[src/rtl/pdu_writer_pkg.sv]
// Types and constants shared by the PDU writer and the packet ring buffer.
package pdu_writer_pkg;

    // Largest packet the ring buffer guarantees room for when not almost_full.
    localparam int RB_THRESHOLD = 64;

    localparam int FLIT_WIDTH = 512;

    // Flit as stored in the PDU BRAM: payload plus packet delimiters.
    typedef struct packed {
        logic [FLIT_WIDTH-1:0] data;
        logic                  sop;
        logic                  eop;
    } flit_lite_t;

    typedef enum logic [1:0] {
        IDLE,
        WRITE,
        DROP,
        WAIT_BASE
    } pdu_writer_state_t;

    // Increment that sticks at all-ones instead of wrapping.
    function automatic logic [31:0] sat_inc(input logic [31:0] value);
        return (value == 32'hFFFF_FFFF) ? value : value + 32'd1;
    endfunction

endpackage

[src/rtl/pdu_writer.sv]
// Ingress writer: stores each packet contiguously from the ring tail, commits
// it with one update pulse, drops packets on almost_full, truncates oversize.
module pdu_writer
    import pdu_writer_pkg::*;
#(
    parameter int PDU_DEPTH     = 512,
    parameter int PDU_AWIDTH    = $clog2(PDU_DEPTH),
    parameter int MAX_PKT_FLITS = 64
) (
    input  logic                  clk,
    input  logic                  rst,
    input  logic [511:0]          in_data,
    input  logic                  in_sop,
    input  logic                  in_eop,
    input  logic                  in_valid,
    output logic                  in_ready,
    output flit_lite_t            wr_data,
    output logic [PDU_AWIDTH-1:0] wr_addr,
    output logic                  wr_en,
    input  logic [PDU_AWIDTH-1:0] wr_base_addr,
    input  logic                  wr_base_addr_valid,
    input  logic                  almost_full,
    output logic                  update_valid,
    output logic [PDU_AWIDTH-1:0] update_size,
    output logic [31:0]           drop_cnt,
    output logic [31:0]           trunc_cnt,
    output logic [31:0]           err_cnt
);

    localparam logic [PDU_AWIDTH-1:0] LAST_OFFSET = PDU_AWIDTH'(MAX_PKT_FLITS - 1);
    localparam logic [PDU_AWIDTH-1:0] MAX_SIZE    = PDU_AWIDTH'(MAX_PKT_FLITS);

    pdu_writer_state_t     state_reg;
    logic [PDU_AWIDTH-1:0] base_reg;
    logic [PDU_AWIDTH-1:0] offset_reg;
    // A commit has been issued but the ring has not yet returned the new tail.
    logic                  pending_reg;

    logic                  accept;
    logic [PDU_AWIDTH-1:0] cur_addr;
    logic [PDU_AWIDTH:0]   wide_addr;
    logic                  pending_now;

    assign accept      = in_valid & in_ready;
    assign cur_addr    = base_reg + offset_reg;
    assign wide_addr   = {1'b0, base_reg} + {1'b0, offset_reg};
    assign pending_now = pending_reg & ~wr_base_addr_valid;

    // Packet FSM with all outputs registered; counters saturate inline.
    always_ff @(posedge clk or posedge rst) begin
        if (rst) begin
            state_reg    <= IDLE;
            base_reg     <= '0;
            offset_reg   <= '0;
            pending_reg  <= 1'b0;
            in_ready     <= 1'b1;
            wr_data      <= '0;
            wr_addr      <= '0;
            wr_en        <= 1'b0;
            update_valid <= 1'b0;
            update_size  <= '0;
            drop_cnt     <= '0;
            trunc_cnt    <= '0;
            err_cnt      <= '0;
        end else begin
            wr_en        <= 1'b0;
            update_valid <= 1'b0;
            if (wr_base_addr_valid) begin
                pending_reg <= 1'b0;
            end

            case (state_reg)
                IDLE: begin
                    if (accept) begin
                        if (!in_sop) begin
                            err_cnt <= sat_inc(err_cnt);
                        end else if (almost_full) begin
                            drop_cnt <= sat_inc(drop_cnt);
                            if (!in_eop) begin
                                state_reg <= DROP;
                            end
                        end else begin
                            base_reg <= wr_base_addr;
                            wr_en    <= 1'b1;
                            wr_addr  <= wr_base_addr;
                            wr_data  <= '{data: in_data, sop: in_sop, eop: in_eop};
                            if (in_eop) begin
                                update_valid <= 1'b1;
                                update_size  <= PDU_AWIDTH'(1);
                                pending_reg  <= 1'b1;
                                in_ready     <= 1'b0;
                                state_reg    <= WAIT_BASE;
                            end else begin
                                offset_reg <= PDU_AWIDTH'(1);
                                state_reg  <= WRITE;
                            end
                        end
                    end
                end

                WRITE: begin
                    if (accept) begin
                        wr_en   <= 1'b1;
                        wr_addr <= cur_addr;
                        wr_data <= '{data: in_data, sop: in_sop, eop: in_eop};
                        if (in_eop) begin
                            update_valid <= 1'b1;
                            update_size  <= offset_reg + PDU_AWIDTH'(1);
                            pending_reg  <= 1'b1;
                            in_ready     <= 1'b0;
                            state_reg    <= WAIT_BASE;
                        end else if (offset_reg == LAST_OFFSET) begin
                            // Oversize: close the stored packet here and discard the rest.
                            wr_data      <= '{data: in_data, sop: in_sop, eop: 1'b1};
                            update_valid <= 1'b1;
                            update_size  <= MAX_SIZE;
                            pending_reg  <= 1'b1;
                            trunc_cnt    <= sat_inc(trunc_cnt);
                            state_reg    <= DROP;
                        end else begin
                            offset_reg <= offset_reg + PDU_AWIDTH'(1);
                        end
                    end
                end

                DROP: begin
                    if (accept && in_eop) begin
                        if (pending_now) begin
                            in_ready  <= 1'b0;
                            state_reg <= WAIT_BASE;
                        end else begin
                            state_reg <= IDLE;
                        end
                    end
                end

                WAIT_BASE: begin
                    if (wr_base_addr_valid) begin
                        in_ready  <= 1'b1;
                        state_reg <= IDLE;
                    end
                end

                default: begin
                    in_ready  <= 1'b1;
                    state_reg <= IDLE;
                end
            endcase
        end
    end

    // Flag any in-packet address that would run past the end of the BRAM.
    always_comb begin
        if (state_reg == WRITE) begin
            assert (wide_addr < (PDU_AWIDTH+1)'(PDU_DEPTH));
        end
    end

endmodule

[config.mk]
export PLATFORM = sky130hd
export DESIGN_NAME = pdu_writer
export DESIGN_NICKNAME = d
export VERILOG_FILES = /design/src/rtl/pdu_writer_pkg.sv /design/src/rtl/pdu_writer.sv
export SDC_FILE = /design/constraint.sdc
export NUM_CORES = 2
export LEC_CHECK = 0
export ABC_AREA = 0
export CORE_AREA = 2 2 449 451
export DETAILED_ROUTE_END_ITERATION = 10
export DIE_AREA = 0 0 451 453
export DONT_BUFFER_PORTS = 1
export GPL_TIMING_DRIVEN = 0
export PLACE_DENSITY = 0.31
export SYNTH_ARGS = -nofsm -noshare
export SYNTH_HDL_FRONTEND = slang
export SYNTH_SLANG_ARGS = --single-unit
[constraint.sdc]
create_clock -name clk -period 64 [get_ports clk]
set_clock_uncertainty 0.15 [all_clocks]
set_input_delay 19.2 -clock clk [delete_from_list [all_inputs] [get_ports clk]]
set_output_delay 19.2 -clock clk [all_outputs]
set_load 0.05 [all_outputs]
After elaboration in Yosys (flattened, before gate mapping)
Cells that the tools add are included.
{"block": "word_totals", "output_inout_bits": 631, "reg_bits": 652}
{"block": "classes", "n_mux": 71, "eq_ne": 20, "bitwise_logic": 9, "n_reduce_logical": 12, "addsub": 5}
{"operator": "514-bit 2-to-1 mux", "count": 4}
{"operator": "514-bit one-hot mux with 2 select lines", "count": 1}
{"operator": "9-bit 2-to-1 mux", "count": 18}
{"operator": "32-bit by 1-bit adder with 32-bit output (second input constant)", "count": 3}
{"operator": "32-bit equality test (second input constant)", "count": 3}
{"operator": "9-bit one-hot mux with 2 select lines", "count": 3}
{"operator": "1-bit 2-to-1 mux", "count": 29}
{"operator": "2-bit 2-to-1 mux", "count": 11}
{"operator": "2-bit != test (second input constant)", "count": 11}
{"operator": "7-bit AND reduction", "count": 3}
{"operator": "5-bit AND reduction", "count": 3}
{"operator": "9-bit by 1-bit adder with 9-bit output (second input constant)", "count": 1}
{"operator": "9-bit adder", "count": 1}
{"operator": "9-bit by 6-bit equality test with 1-bit output (second input constant)", "count": 1}
{"operator": "2-bit one-hot mux with 4 select lines", "count": 1}
{"operator": "4-bit AND reduction", "count": 2}
{"operator": "8-bit AND reduction", "count": 1}
{"operator": "1-bit inverter", "count": 7}
{"operator": "3-bit != test (second input constant)", "count": 2}
{"operator": "1-bit one-hot mux with 2 select lines", "count": 3}
{"operator": "2-bit equality test (second input constant)", "count": 2}
{"operator": "1-bit one-hot mux with 4 select lines", "count": 1}
{"operator": "1-bit AND", "count": 2}
{"operator": "2-bit by 1-bit equality test with 1-bit output (second input constant)", "count": 1}
{"operator": "other kinds (3)", "count": 3}

Longest topological paths before layout
{"block": "depth", "word_depth": 6, "depth_mapped": 9, "mapped_depth_nobuf": 8}

Worst setup path after synthesis
No wires, ideal clock.
{"block": "synth_path", "path_kind": "input port to flip-flop", "startpoint": "input port in_valid", "endpoint": "register trunc_cnt[19]", "setup_ns": 0.142, "stages": 6, "t_arrival_ns": 20.994, "setup_slack_ns": 42.714, "n_path_buf": 0, "cell_sequence": "nand4b_2 > or4_1 > or4b_4 > a211oi_4 > nand4_1 > xnor2_1"}
{"block": "synth_via", "elab_chain_cells": 2}
{"item": "start: declaration", "line_no": "pdu_writer.sv:15", "text": "input logic in_valid,"}
{"item": "1-bit AND", "line_no": "pdu_writer.sv:44", "text": "assign accept = in_valid & in_ready;"}
{"item": "5-bit AND reduction (no source line)"}
{"item": "end signal: assignment", "line_no": "pdu_writer.sv:118", "text": "trunc_cnt <= sat_inc(trunc_cnt);"}
{"item": "end: declaration", "line_no": "pdu_writer.sv:26", "text": "output logic [31:0] trunc_cnt,"}
Every way passes these cells.
A chain may end at the register's enable or synchronous reset.

Worst setup path in the final report
{"block": "layout_path", "startpoint": "input port in_sop", "endpoint": "register wr_data[399] in the netlist's numbering"}
{"block": "layout_via", "elab_chain_cells": 2}
{"item": "start: declaration", "line_no": "pdu_writer.sv:13", "text": "input logic in_sop,"}
{"item": "2-bit != test (no source line)"}
{"item": "5-bit AND reduction (no source line)"}
{"item": "end signal: assignment", "line_no": "pdu_writer.sv:86", "text": "wr_data <= '{data: in_data, sop: in_sop, eop: in_eop};"}
{"item": "end signal: assignment", "line_no": "pdu_writer.sv:105", "text": "wr_data <= '{data: in_data, sop: in_sop, eop: in_eop};"}
{"item": "end signal: assignment", "line_no": "pdu_writer.sv:114", "text": "wr_data <= '{data: in_data, sop: in_sop, eop: 1'b1};"}
{"item": "end: declaration", "line_no": "pdu_writer.sv:17", "text": "output flit_lite_t wr_data,"}
Every way passes these cells.

==> impl_metrics.tcl <==
set metrics [dict create \
    crit_path_frequent_cell "sky130_fd_sc_hd__clkbuf_1" \
    timing.critical_path.fanout_max 10 \
    final_layout_size_suffix_gt1_share_pct 5.42 \
    timing.max_slew.rel_slack_pct 10.5 \
    p_leak_nw 16.2 \
    detailroute.via_count 19971 \
    worst_ep_required_time_ns 64.49 \
    finish.net_count 3465 \
    ios 1159 \
    final-instance-count-excl-fill 5651 \
    synthDistinctLibCells 50 \
    globalplace.congestion 0.849 \
    detailedRoute.firstPassIterationCount 7 \
    number_of_flip_flops_in_the_largest_register 514 \
    async_reset_ff_share_pct 100 \
    ys_dominant_reg_cell "sky130_fd_sc_hd__dfrtp_1" \
    clock_tree_from_tritoncts "yes" \
    finalCriticalPeriod_ns 22.06 \
    cts-resized-gates 0 \
    postCtsSetupBuffers 0 \
    initialDrtViolationCount 1585 \
    syn_area_per_cell_um2 9.13 \
    cell_area_synth_um2 25800 \
    drv_cap 0 \
    core-area_um2 199000 \
    worst_setup_hold_path_clk_slew_ns 0.06 \
    synth_edf_count 0 \
    routed_wl_per_cell_um 24.3 \
    clk_latency_ns 0.70 \
    yosys_register_bits 652 \
    die_h_um 453 \
    met1_resource_use_gr_pct 14.4 \
    cts_hold_buffers 0 \
    crit_chain "inv_1 > nor2_1 > o21ai_0 > inv_1 > clkbuf_1 > clkbuf_1 > clkbuf_1 > nand2_1 > nand2_1" \
    min-delay-path-class "reg -> reg" \
    initial_utilization_pct 13.0 \
    grt_start_max_net_pins 107 \
    maxClockFrequency_mhz 45.3 \
    place.detailed.hpwl_um 111000 \
    drc_errors 0 \
    grt_pass1_vias 20077 \
    clock_sink_count 652 \
    final_setup_violation_count 0 \
    worst_ep_arrival_time_ns 22.55 \
    ys_top_cells_by_area "sky130_fd_sc_hd__dfrtp_1 (63%), sky130_fd_sc_hd__nand2_1 (23%), sky130_fd_sc_hd__xnor2_1 (2.1%), sky130_fd_sc_hd__clkbuf_1 (1.7%), sky130_fd_sc_hd__xor2_1 (1.2%)" \
    registers.top_by_ff_count "wr_data" \
    startpoint_type "input port" \
    synth_fp_nets 3371 \
    die_width_um 451 \
    placed_cells 5493 \
    synth_cells 2830 \
    final_antenna_net_count 0 \
    synth.top_cell.area_share_pct 63.1 \
    grt_util_met3_pct 4.33 \
    globalRoute.totalOverflow 0 \
    ctsRootBufferMaster "sky130_fd_sc_hd__clkbuf_16" \
    place.port_buffers 0 \
    post_drt_via_cell_ratio 3.53 \
    max-clock-path-buffers 3 \
    synthDominantAreaCellType "sky130_fd_sc_hd__dfrtp_1" \
    tightest_slew_ns 1.34 \
    critical_path_slowest_stage_cell "sky130_fd_sc_hd__clkbuf_1" \
    detail_route.wirelength_um 137000 \
    ctsHtreeMaxLevel 3 \
    vdd_drop_max_uv 21.5 \
    hold_ws_ns 0.348 \
    crit_path_end_kind "register" \
    rsz0062_at_grt "false" \
    grt_antenna_before_repair 26 \
    synth-seq-area-share_pct 63.2 \
    grt_most_used_layer "met2" \
    hold_viol 0 \
    total_power_divided_by_cell_area_nw_per_um2 28.4 \
    global_route.usage.total_pct 13.0 \
    fin_setup_tns_ns 0 \
    rows 164 \
    ys_warn_count 0 \
    status "finished clean" \
    slowest_delay_ns 0.98 \
    cts-buffers-inserted 85 \
    area_delta_synth_final_pct 24.6 \
    grt_util_met2_pct 22.9 \
    die-area_um2 204000 \
    critPathKind "in -> reg" \
    timing.final.max_slew_violations 0 \
    global_route_wire_length_before_repair_um 183000 \
    finalCritPeriodShare_pct 34.5 \
]
[cell usage after synthesis (12+ instances only)]
| cell | number |
|---|---|
| sky130_fd_sc_hd__and4_1 | 14 |
| sky130_fd_sc_hd__o21ai_0 | 31 |
| sky130_fd_sc_hd__xor2_1 | 35 |
| sky130_fd_sc_hd__nand4_1 | 32 |
| sky130_fd_sc_hd__xnor2_1 | 61 |
| sky130_fd_sc_hd__and3_1 | 13 |
| sky130_fd_sc_hd__nor3_1 | 21 |
| sky130_fd_sc_hd__buf_1 | 14 |
| sky130_fd_sc_hd__nand3_1 | 39 |
| sky130_fd_sc_hd__nand2_1 | 1615 |
| sky130_fd_sc_hd__a21oi_1 | 18 |
| sky130_fd_sc_hd__ha_1 | 12 |
| sky130_fd_sc_hd__mux2_2 | 12 |
| sky130_fd_sc_hd__clkbuf_1 | 114 |
| sky130_fd_sc_hd__dfrtp_1 | 651 |
| sky130_fd_sc_hd__inv_1 | 15 |
| sky130_fd_sc_hd__nor2_1 | 48 |
[power breakdown]
part | total [W] | internal, W | switching, W
registers | 0.000412 | 0.000412 | 0
logic | 0.0000109 | 0.00000178 | 0.00000913
clock network | 0.000492 | 0.000280 | 0.000212
[cell type report]
class,instances,area (µm²)
diodes,8,20.0
plain buffers,128,484
clock buffers,117,2390
clock inverters,33,415
fillers,22469,167000
inverters,15,63.8
multi-input cells,2035,8980
flip-flops and latches,652,16300
well taps,2656,3320
repair buffers,7,193
[routing by layer]
| metal | wire length (µm) | up-vias |
|---|---|---|
| li1 | - | 9090 |
| met1 | 50900 | 9886 |
| met2 | 71300 | 832 |
| met3 | 11100 | 161 |
| met4 | 3940 | 2 |
| met5 | 13 | - |
[kinds of logic (layout without fill, tap and decap cells)]
family                   count (synthesis)  in the layout  share of synthesized area, %
XOR/XNOR                                96             96                          3.25
AND/OR/NAND/NOR                       1828           1828                          28.2
adder cells (fa/ha/maj)                 13             13                         0.659
other                                    0              8                             0
buffers and inverters                  143            300                          2.08
AO/OA/AOI/OAI                           81             81                          1.94
flip-flops                             652            652                          63.2
multiplexers                            17             17                         0.717
[worst paths after layout]
check,from,endpoint,slack (ns),cells past startpoint
max,in_sop,wr_data[399],41.95,9
min,base_reg[6],base_reg[6],0.35,2
max reg2reg,in_ready,wr_data[399],59.57,8
min reg2reg,base_reg[6],base_reg[6],0.35,2
max in group asynchronous,rst,wr_data[346],43.67,4
min in group asynchronous,rst,wr_data[258],18.22,1
[worst max-delay path: cells and delay by family]
kind / cells / cell delay (ns)
AND/OR/NAND/NOR: 3 / 0.58
buffers and inverters: 5 / 2.51
AO/OA/AOI/OAI: 1 / 0.21
[placed cells by master (no fill, tap or decap), types with 4 or more instances in the layout]
cell type                    instances
sky130_fd_sc_hd__buf_1              14
sky130_fd_sc_hd__nor4_1             10
sky130_fd_sc_hd__mux2i_1             5
sky130_fd_sc_hd__o21ai_0            31
sky130_fd_sc_hd__a32o_1              4
sky130_fd_sc_hd__a31oi_1             8
sky130_fd_sc_hd__bufinv_16           4
sky130_fd_sc_hd__xnor2_1            61
sky130_fd_sc_hd__a21o_1              5
sky130_fd_sc_hd__clkbuf_8           12
sky130_fd_sc_hd__diode_2             8
sky130_fd_sc_hd__inv_1              14
sky130_fd_sc_hd__clkbuf_16          86
sky130_fd_sc_hd__nand2_1          1615
sky130_fd_sc_hd__a21oi_1            18
sky130_fd_sc_hd__clkinv_2           11
sky130_fd_sc_hd__nor3_1             21
sky130_fd_sc_hd__buf_16              7
sky130_fd_sc_hd__nand2b_1            4
sky130_fd_sc_hd__xor2_1             35
sky130_fd_sc_hd__nor2_1             48
sky130_fd_sc_hd__clkbuf_1          130
sky130_fd_sc_hd__clkinvlp_4          6
sky130_fd_sc_hd__and3_1             13
sky130_fd_sc_hd__and2_1              5
sky130_fd_sc_hd__and4_1             14
sky130_fd_sc_hd__mux2_2             12
sky130_fd_sc_hd__nand4_1            32
sky130_fd_sc_hd__or3_1               5
sky130_fd_sc_hd__ha_1               12
sky130_fd_sc_hd__nand3_1            39
sky130_fd_sc_hd__dfrtp_1           651
sky130_fd_sc_hd__nor2b_1             5
sky130_fd_sc_hd__a211oi_1            4
[stage by stage]
step / setup WS (ns) / cell area [µm²] / utilization, % / power [W]
2_1_floorplan: 26.38 / 25800 / - / 0.000427
3_3_place_gp: 15.29 / 29200 / 14.6 / 0.000431
3_5_place_dp: 40.91 / 29400 / 14.7 / 0.000432
4_1_cts: 41.70 / 32200 / 16.1 / 0.000939
5_1_grt: 41.62 / 32200 / 16.2 / 0.000953
6_report: 41.95 / 32200 / 16.2 / 0.000915
Note: power is estimated with default switching activity, not from simulation.
